===== config.mk =====
export PLATFORM = sky130hd
export DESIGN_NAME = sigmoid_pwl_pipe
export DESIGN_NICKNAME = d
export VERILOG_FILES = /design/src/rtl/sigmoid_pwl_pipe.sv
export SDC_FILE = /design/constraint.sdc
export NUM_CORES = 2
export LEC_CHECK = 0
export ABC_CLOCK_PERIOD_IN_PS = 51500
export CORE_UTILIZATION = 50
export DETAILED_ROUTE_END_ITERATION = 8
export HOLD_SLACK_MARGIN = 0.08
export PLACE_DENSITY = 0.69
export SLEW_MARGIN = 20
export SYNTH_ARGS = -nofsm -noshare
export SYNTH_HDL_FRONTEND = slang
export SYNTH_SLANG_ARGS = --single-unit

===== constraint.sdc =====
create_clock -name clk -period 51.5 [get_ports clk]
set_input_delay 7.725 -clock clk [delete_from_list [all_inputs] [get_ports clk]]
set_output_delay 7.725 -clock clk [all_outputs]
set_load 0.005 [all_outputs]

===== src/rtl/sigmoid_pwl_pipe.sv =====
// Three-stage piecewise-linear sigmoid/tanh unit on sign-magnitude fixed point.
// A runtime-programmable table covers the positive half; the negative half comes from symmetry.
module sigmoid_pwl_pipe #(
    parameter int unsigned DATA_W = 32,
    parameter int unsigned FRAC_W = 27,
    parameter int unsigned NSEG   = 5
) (
    input  logic                      clk,
    input  logic                      rst,
    input  logic                      in_valid,
    output logic                      in_ready,
    input  logic [DATA_W-1:0]         in_data,
    input  logic                      in_mode,
    output logic                      out_valid,
    input  logic                      out_ready,
    output logic [DATA_W-1:0]         out_data,
    input  logic                      cfg_we,
    input  logic [1:0]                cfg_sel,
    input  logic [$clog2(NSEG)-1:0]   cfg_addr,
    input  logic [DATA_W-1:0]         cfg_wdata
);
    localparam int unsigned AW = $clog2(NSEG);
    localparam int unsigned MW = DATA_W - 1;
    localparam logic [MW-1:0] One = {{(MW - 1){1'b0}}, 1'b1} << FRAC_W;

    logic [MW-1:0] bp_q [NSEG];
    logic [MW-1:0] m_q  [NSEG];
    logic [MW-1:0] c_q  [NSEG];

    logic          cfg_addr_ok;
    logic          unused_cfg_sign;

    assign cfg_addr_ok     = {{(32 - AW){1'b0}}, cfg_addr} < NSEG;
    assign unused_cfg_sign = cfg_wdata[DATA_W-1];

    always_ff @(posedge clk or posedge rst) begin
        if (rst) begin
            for (int i = 0; i < int'(NSEG); i++) begin
                bp_q[i] <= '0;
                m_q[i]  <= '0;
                c_q[i]  <= '0;
            end
        end else if (cfg_we && cfg_addr_ok) begin
            case (cfg_sel)
                2'd0:    bp_q[cfg_addr] <= cfg_wdata[MW-1:0];
                2'd1:    m_q[cfg_addr]  <= cfg_wdata[MW-1:0];
                2'd2:    c_q[cfg_addr]  <= cfg_wdata[MW-1:0];
                default: ;
            endcase
        end
    end

    // Stage registers
    logic          s1_valid_q, s1_neg_q, s1_tanh_q, s1_sat_q;
    logic [MW-1:0] s1_a_q, s1_m_q, s1_c_q;
    logic          s2_valid_q, s2_neg_q, s2_tanh_q, s2_sat_q;
    logic [MW-1:0] s2_p_q, s2_c_q;
    logic              out_valid_q;
    logic [DATA_W-1:0] out_data_q;

    logic out_en, s2_en, s1_en;

    assign out_en    = ~out_valid_q | out_ready;
    assign s2_en     = ~s2_valid_q | out_en;
    assign s1_en     = ~s1_valid_q | s2_en;
    assign in_ready  = s1_en;
    assign out_valid = out_valid_q;
    assign out_data  = out_data_q;

    // S1: magnitude, tanh doubling and priority segment lookup
    logic [MW-1:0] in_mag, s1_a_d, s1_m_d, s1_c_d;
    logic          in_neg, s1_sat_d;

    always_comb begin
        in_mag = in_data[MW-1:0];
        in_neg = in_data[DATA_W-1] && (in_mag != '0);
        if (!in_mode) begin
            s1_a_d = in_mag;
        end else if (in_mag[MW-1]) begin
            s1_a_d = '1;
        end else begin
            s1_a_d = {in_mag[MW-2:0], 1'b0};
        end
        s1_sat_d = 1'b1;
        s1_m_d   = '0;
        s1_c_d   = '0;
        // Walk downwards so the lowest matching index wins
        for (int i = int'(NSEG) - 1; i >= 0; i--) begin
            if (s1_a_d < bp_q[i]) begin
                s1_sat_d = 1'b0;
                s1_m_d   = m_q[i];
                s1_c_d   = c_q[i];
            end
        end
    end

    // S2: scaled product with saturation
    logic [2*MW-1:0] prod, prod_sh;
    logic [MW-1:0]   s2_p_d;

    always_comb begin
        prod    = {{MW{1'b0}}, s1_a_q} * {{MW{1'b0}}, s1_m_q};
        prod_sh = prod >> FRAC_W;
        s2_p_d  = (prod_sh[2*MW-1:MW] != '0) ? '1 : prod_sh[MW-1:0];
    end

    // S3: add intercept, clamp, then apply sigmoid or tanh symmetry
    logic [MW:0]       sum, two_f, tanh_diff;
    logic [MW-1:0]     f, y_mag;
    logic              y_sign;
    logic [DATA_W-1:0] out_data_d;

    always_comb begin
        sum       = {1'b0, s2_p_q} + {1'b0, s2_c_q};
        f         = (s2_sat_q || (sum > {1'b0, One})) ? One : sum[MW-1:0];
        two_f     = {f, 1'b0};
        tanh_diff = two_f - {1'b0, One};
        if (!s2_tanh_q) begin
            y_mag  = s2_neg_q ? (One - f) : f;
            y_sign = 1'b0;
        end else begin
            y_mag  = (two_f > {1'b0, One}) ? tanh_diff[MW-1:0] : '0;
            y_sign = s2_neg_q;
        end
        out_data_d = {y_sign && (y_mag != '0), y_mag};
    end

    always_ff @(posedge clk or posedge rst) begin
        if (rst) begin
            s1_valid_q  <= 1'b0;
            s1_neg_q    <= 1'b0;
            s1_tanh_q   <= 1'b0;
            s1_sat_q    <= 1'b0;
            s1_a_q      <= '0;
            s1_m_q      <= '0;
            s1_c_q      <= '0;
            s2_valid_q  <= 1'b0;
            s2_neg_q    <= 1'b0;
            s2_tanh_q   <= 1'b0;
            s2_sat_q    <= 1'b0;
            s2_p_q      <= '0;
            s2_c_q      <= '0;
            out_valid_q <= 1'b0;
            out_data_q  <= '0;
        end else begin
            if (s1_en) begin
                s1_valid_q <= in_valid;
                if (in_valid) begin
                    s1_neg_q  <= in_neg;
                    s1_tanh_q <= in_mode;
                    s1_sat_q  <= s1_sat_d;
                    s1_a_q    <= s1_a_d;
                    s1_m_q    <= s1_m_d;
                    s1_c_q    <= s1_c_d;
                end
            end
            if (s2_en) begin
                s2_valid_q <= s1_valid_q;
                if (s1_valid_q) begin
                    s2_neg_q  <= s1_neg_q;
                    s2_tanh_q <= s1_tanh_q;
                    s2_sat_q  <= s1_sat_q;
                    s2_p_q    <= s2_p_d;
                    s2_c_q    <= s1_c_q;
                end
            end
            if (out_en) begin
                out_valid_q <= s2_valid_q;
                if (s2_valid_q) begin
                    out_data_q <= out_data_d;
                end
            end
        end
    end

endmodule


==> out/qor.csv <==
metric;value;unit
status;finished, final reports clean;
die_width;360;µm
fmax;60.0;MHz
die_y;360;µm
area_growth;7.99;%
ys.flop_type;dfrtp_1;
syn_area;64200;µm²
die-area;130000;µm²
cts_buffers;72;
critPathMostFrequentCell;clkdlybuf4s50_1;
fillerInstances;11200;
clk_pin_slew_worst_paths;50;ps
hp-class;flip-flop to flip-flop;
endpoint_kind;output pin;
r2r_start;s1_m_q[12]$_DFFE_PP0P_;
htree_levels;3;
rsz0062_at_grt;false;
clock_sinks;661;
synth_edf_count;0;
drive_gt1_frac;0.141;
cp-start-kind;primary input;
grtUsageTotal;0.275;
wire_per_inst;22.0;µm
clock_tree.root_cell;clkbuf_16;
period_share;0.324;
synth_top_area_share;0.261;
synthCells;6349;
wl;175;mm
drv_slew;0;
worstHoldStart;s2_sat_q$_DFFE_PP0P_;
ioPinCount;109;
yosysMostFrequentCell;inv_1;
cts_tree;done;
r2r_cells;26;
antenna_found_initial;2;
design_area;69300;µm²
rows;131;
ys_seq_area_frac;0.258;
grt_max_degree;184;
grt_pass1_wl;278;mm
synthTopCellsByArea;fa_1, dfrtp_1, mux2_2;
place_area;66700;µm²
syn-num-nets;7698;
period_needed;16660;ps
synth_seq_cells;661;
grt.met2_usage;0.457;
holdBufCountCts;0;
arrival;8940;ps
first_pass_iters;6;
synth.top_cells.by_count;inv_1, fa_1, nand2_1;
path_class;primary input to output pin;
r2r_slack;41370;ps
hpwl;125;mm
cp_cell_sequence;clkdlybuf4s50_1 -> nor2b_1 -> nand3_1 -> clkdlybuf4s50_1;
slew_headroom;0.196;
clkLatencyLatePin;660;ps
clock_path_buffers;3;
fin_nets;7586;
top_usage_layer;met2;
route.detailed.drc;0;
use_met3;0.0307;
worstHoldEndpoint;s2_sat_q$_DFFE_PP0P_;
tightest_slew;1200;ps
worstPathRequired;43780;ps
hold_depth;2;
drt-initial-drc-count;3056;
async_flop_share;1.00;
synth_top_cell_by_area;fa_1;
cp_slowest_cell;clkdlybuf4s50_1;
coreArea;128000;µm²
viasPerCell;5.80;
grt_use_met1;0.370;
overflow;0;
grt_pass1_vias;48500;
start_util;0.503;
gp_congestion;0.903;
cap_viol_max_count;0;
vias;46200;
synth_cell_types;81;
worst-path-max-fanout;4;
cpPeakStageDelay;480;ps
synth_warnings;0;
port_buffers;107;
avgSynthCellArea;10.1;µm²
ctsResizeCount;0;
tns;0;ps
rr_endpoint;s2_p_q[3]$_DFFE_PP0P_;
fin_skew;43.6;ps
setup_viol;0;
cts_setup_buffers;0;
timing.final.hold_violations;0;
ant_nets;0;
through the flow:
step	cells	setup slack, ps	hold WS (ps)	util
finish	7959	34840	474	0.544
global route	7957	34770	508	0.544
CTS	7956	34820	478	0.543
detailed placement	7824	34830	463	0.523
global placement	7824	34830	458	0.523
floorplan	6349	25250	437	-
registers in the layout, indices dropped and copies added, names as in the netlist:
| name | cells |
|---|---|
| m_q | 155 |
| s2_c_q | 31 |
| out_data | 32 |
| bp_q | 155 |
| out_valid | 1 |
| s2_valid_q | 1 |
| s1_tanh_q | 1 |
| s2_tanh_q | 1 |
| s1_m_q | 31 |
| s2_sat_q | 1 |
| s2_neg_q | 1 |
| s1_neg_q | 1 |
| s1_a_q | 31 |
| s1_valid_q | 1 |
| s1_c_q | 31 |
| s2_p_q | 31 |
| c_q | 155 |
| s1_sat_q | 1 |
per-layer routing:
layer	up-vias	share of wire
met5	-	0
met4	0	0.041
met3	336	0.060
met2	1546	0.48
met1	24000	0.42
li1	20300	-
layout by cell type, fill, tap and decap left out, types with 11 or more instances in the layout:
| cell | n |
|---|---|
| a211oi_1 | 16 |
| a21boi_0 | 12 |
| a21o_1 | 57 |
| a21oi_1 | 179 |
| a31o_2 | 60 |
| a31oi_1 | 15 |
| and2_1 | 517 |
| buf_4 | 106 |
| clkbuf_1 | 14 |
| clkbuf_16 | 73 |
| clkbuf_8 | 15 |
| clkdlybuf4s50_1 | 107 |
| clkinv_2 | 11 |
| dfrtp_1 | 657 |
| fa_1 | 837 |
| ha_1 | 437 |
| inv_1 | 932 |
| mux2_2 | 497 |
| nand2_1 | 740 |
| nand2b_1 | 30 |
| nand3_1 | 20 |
| nand4_1 | 36 |
| nor2_1 | 91 |
| nor2b_1 | 24 |
| nor3_1 | 25 |
| nor4_1 | 18 |
| o211ai_1 | 14 |
| o21a_1 | 42 |
| o21ai_0 | 116 |
| o22a_1 | 58 |
| o22ai_1 | 186 |
| o31ai_1 | 11 |
| or2_2 | 12 |
| or3_1 | 12 |
| or3b_2 | 63 |
| xnor2_1 | 48 |
| xor2_1 | 33 |
final cells by class:
| class | count | area (µm²) | area share |
|---|---|---|---|
| Tap cell | 1662 | 2080 | 0.0300 |
| Sequential cell | 661 | 16500 | 0.239 |
| Inverter | 934 | 3510 | 0.0507 |
| Multi-Input combinational cell | 4352 | 42700 | 0.616 |
| Clock inverter | 30 | 464 | 0.00669 |
| Timing Repair Buffer | 216 | 1930 | 0.0278 |
| Antenna cell | 2 | 5.00 | 0.0000722 |
| Clock buffer | 102 | 2090 | 0.0301 |
kinds of logic (layout without fill, tap and decap cells):
kind of cell    Yosys count  in the layout  share of synthesized area
other cells               0              2                          0
fa+ha+maj              1274           1274                      0.346
compound gates          863            863                     0.0898
flops                   661            661                      0.258
xor+xnor                 81             81                     0.0110
simple gates           1634           1634                      0.130
mux                     500            500                     0.0876
buf+inv                1336           1282                     0.0783
how the worst max path moves through the flow:
stage	start	end	slack (ps)	cells past startpoint
floorplan	rst	bp_q[0]$_DFFE_PP0P_	25250	1
global placement	out_ready	in_ready	34830	4
detailed placement	out_ready	in_ready	34830	4
CTS	out_ready	in_ready	34820	4
global route	out_ready	in_ready	34770	4
finish	out_ready	in_ready	34840	4
worst max-delay path: cells and delay by family:
family,cells,cell delay [ps]
buf+inv,2,890
simple gates,2,320
Power is left out: the tool's default activity adds up to more than one toggle a clock period on the data nets, which glitch-free logic cannot reach.
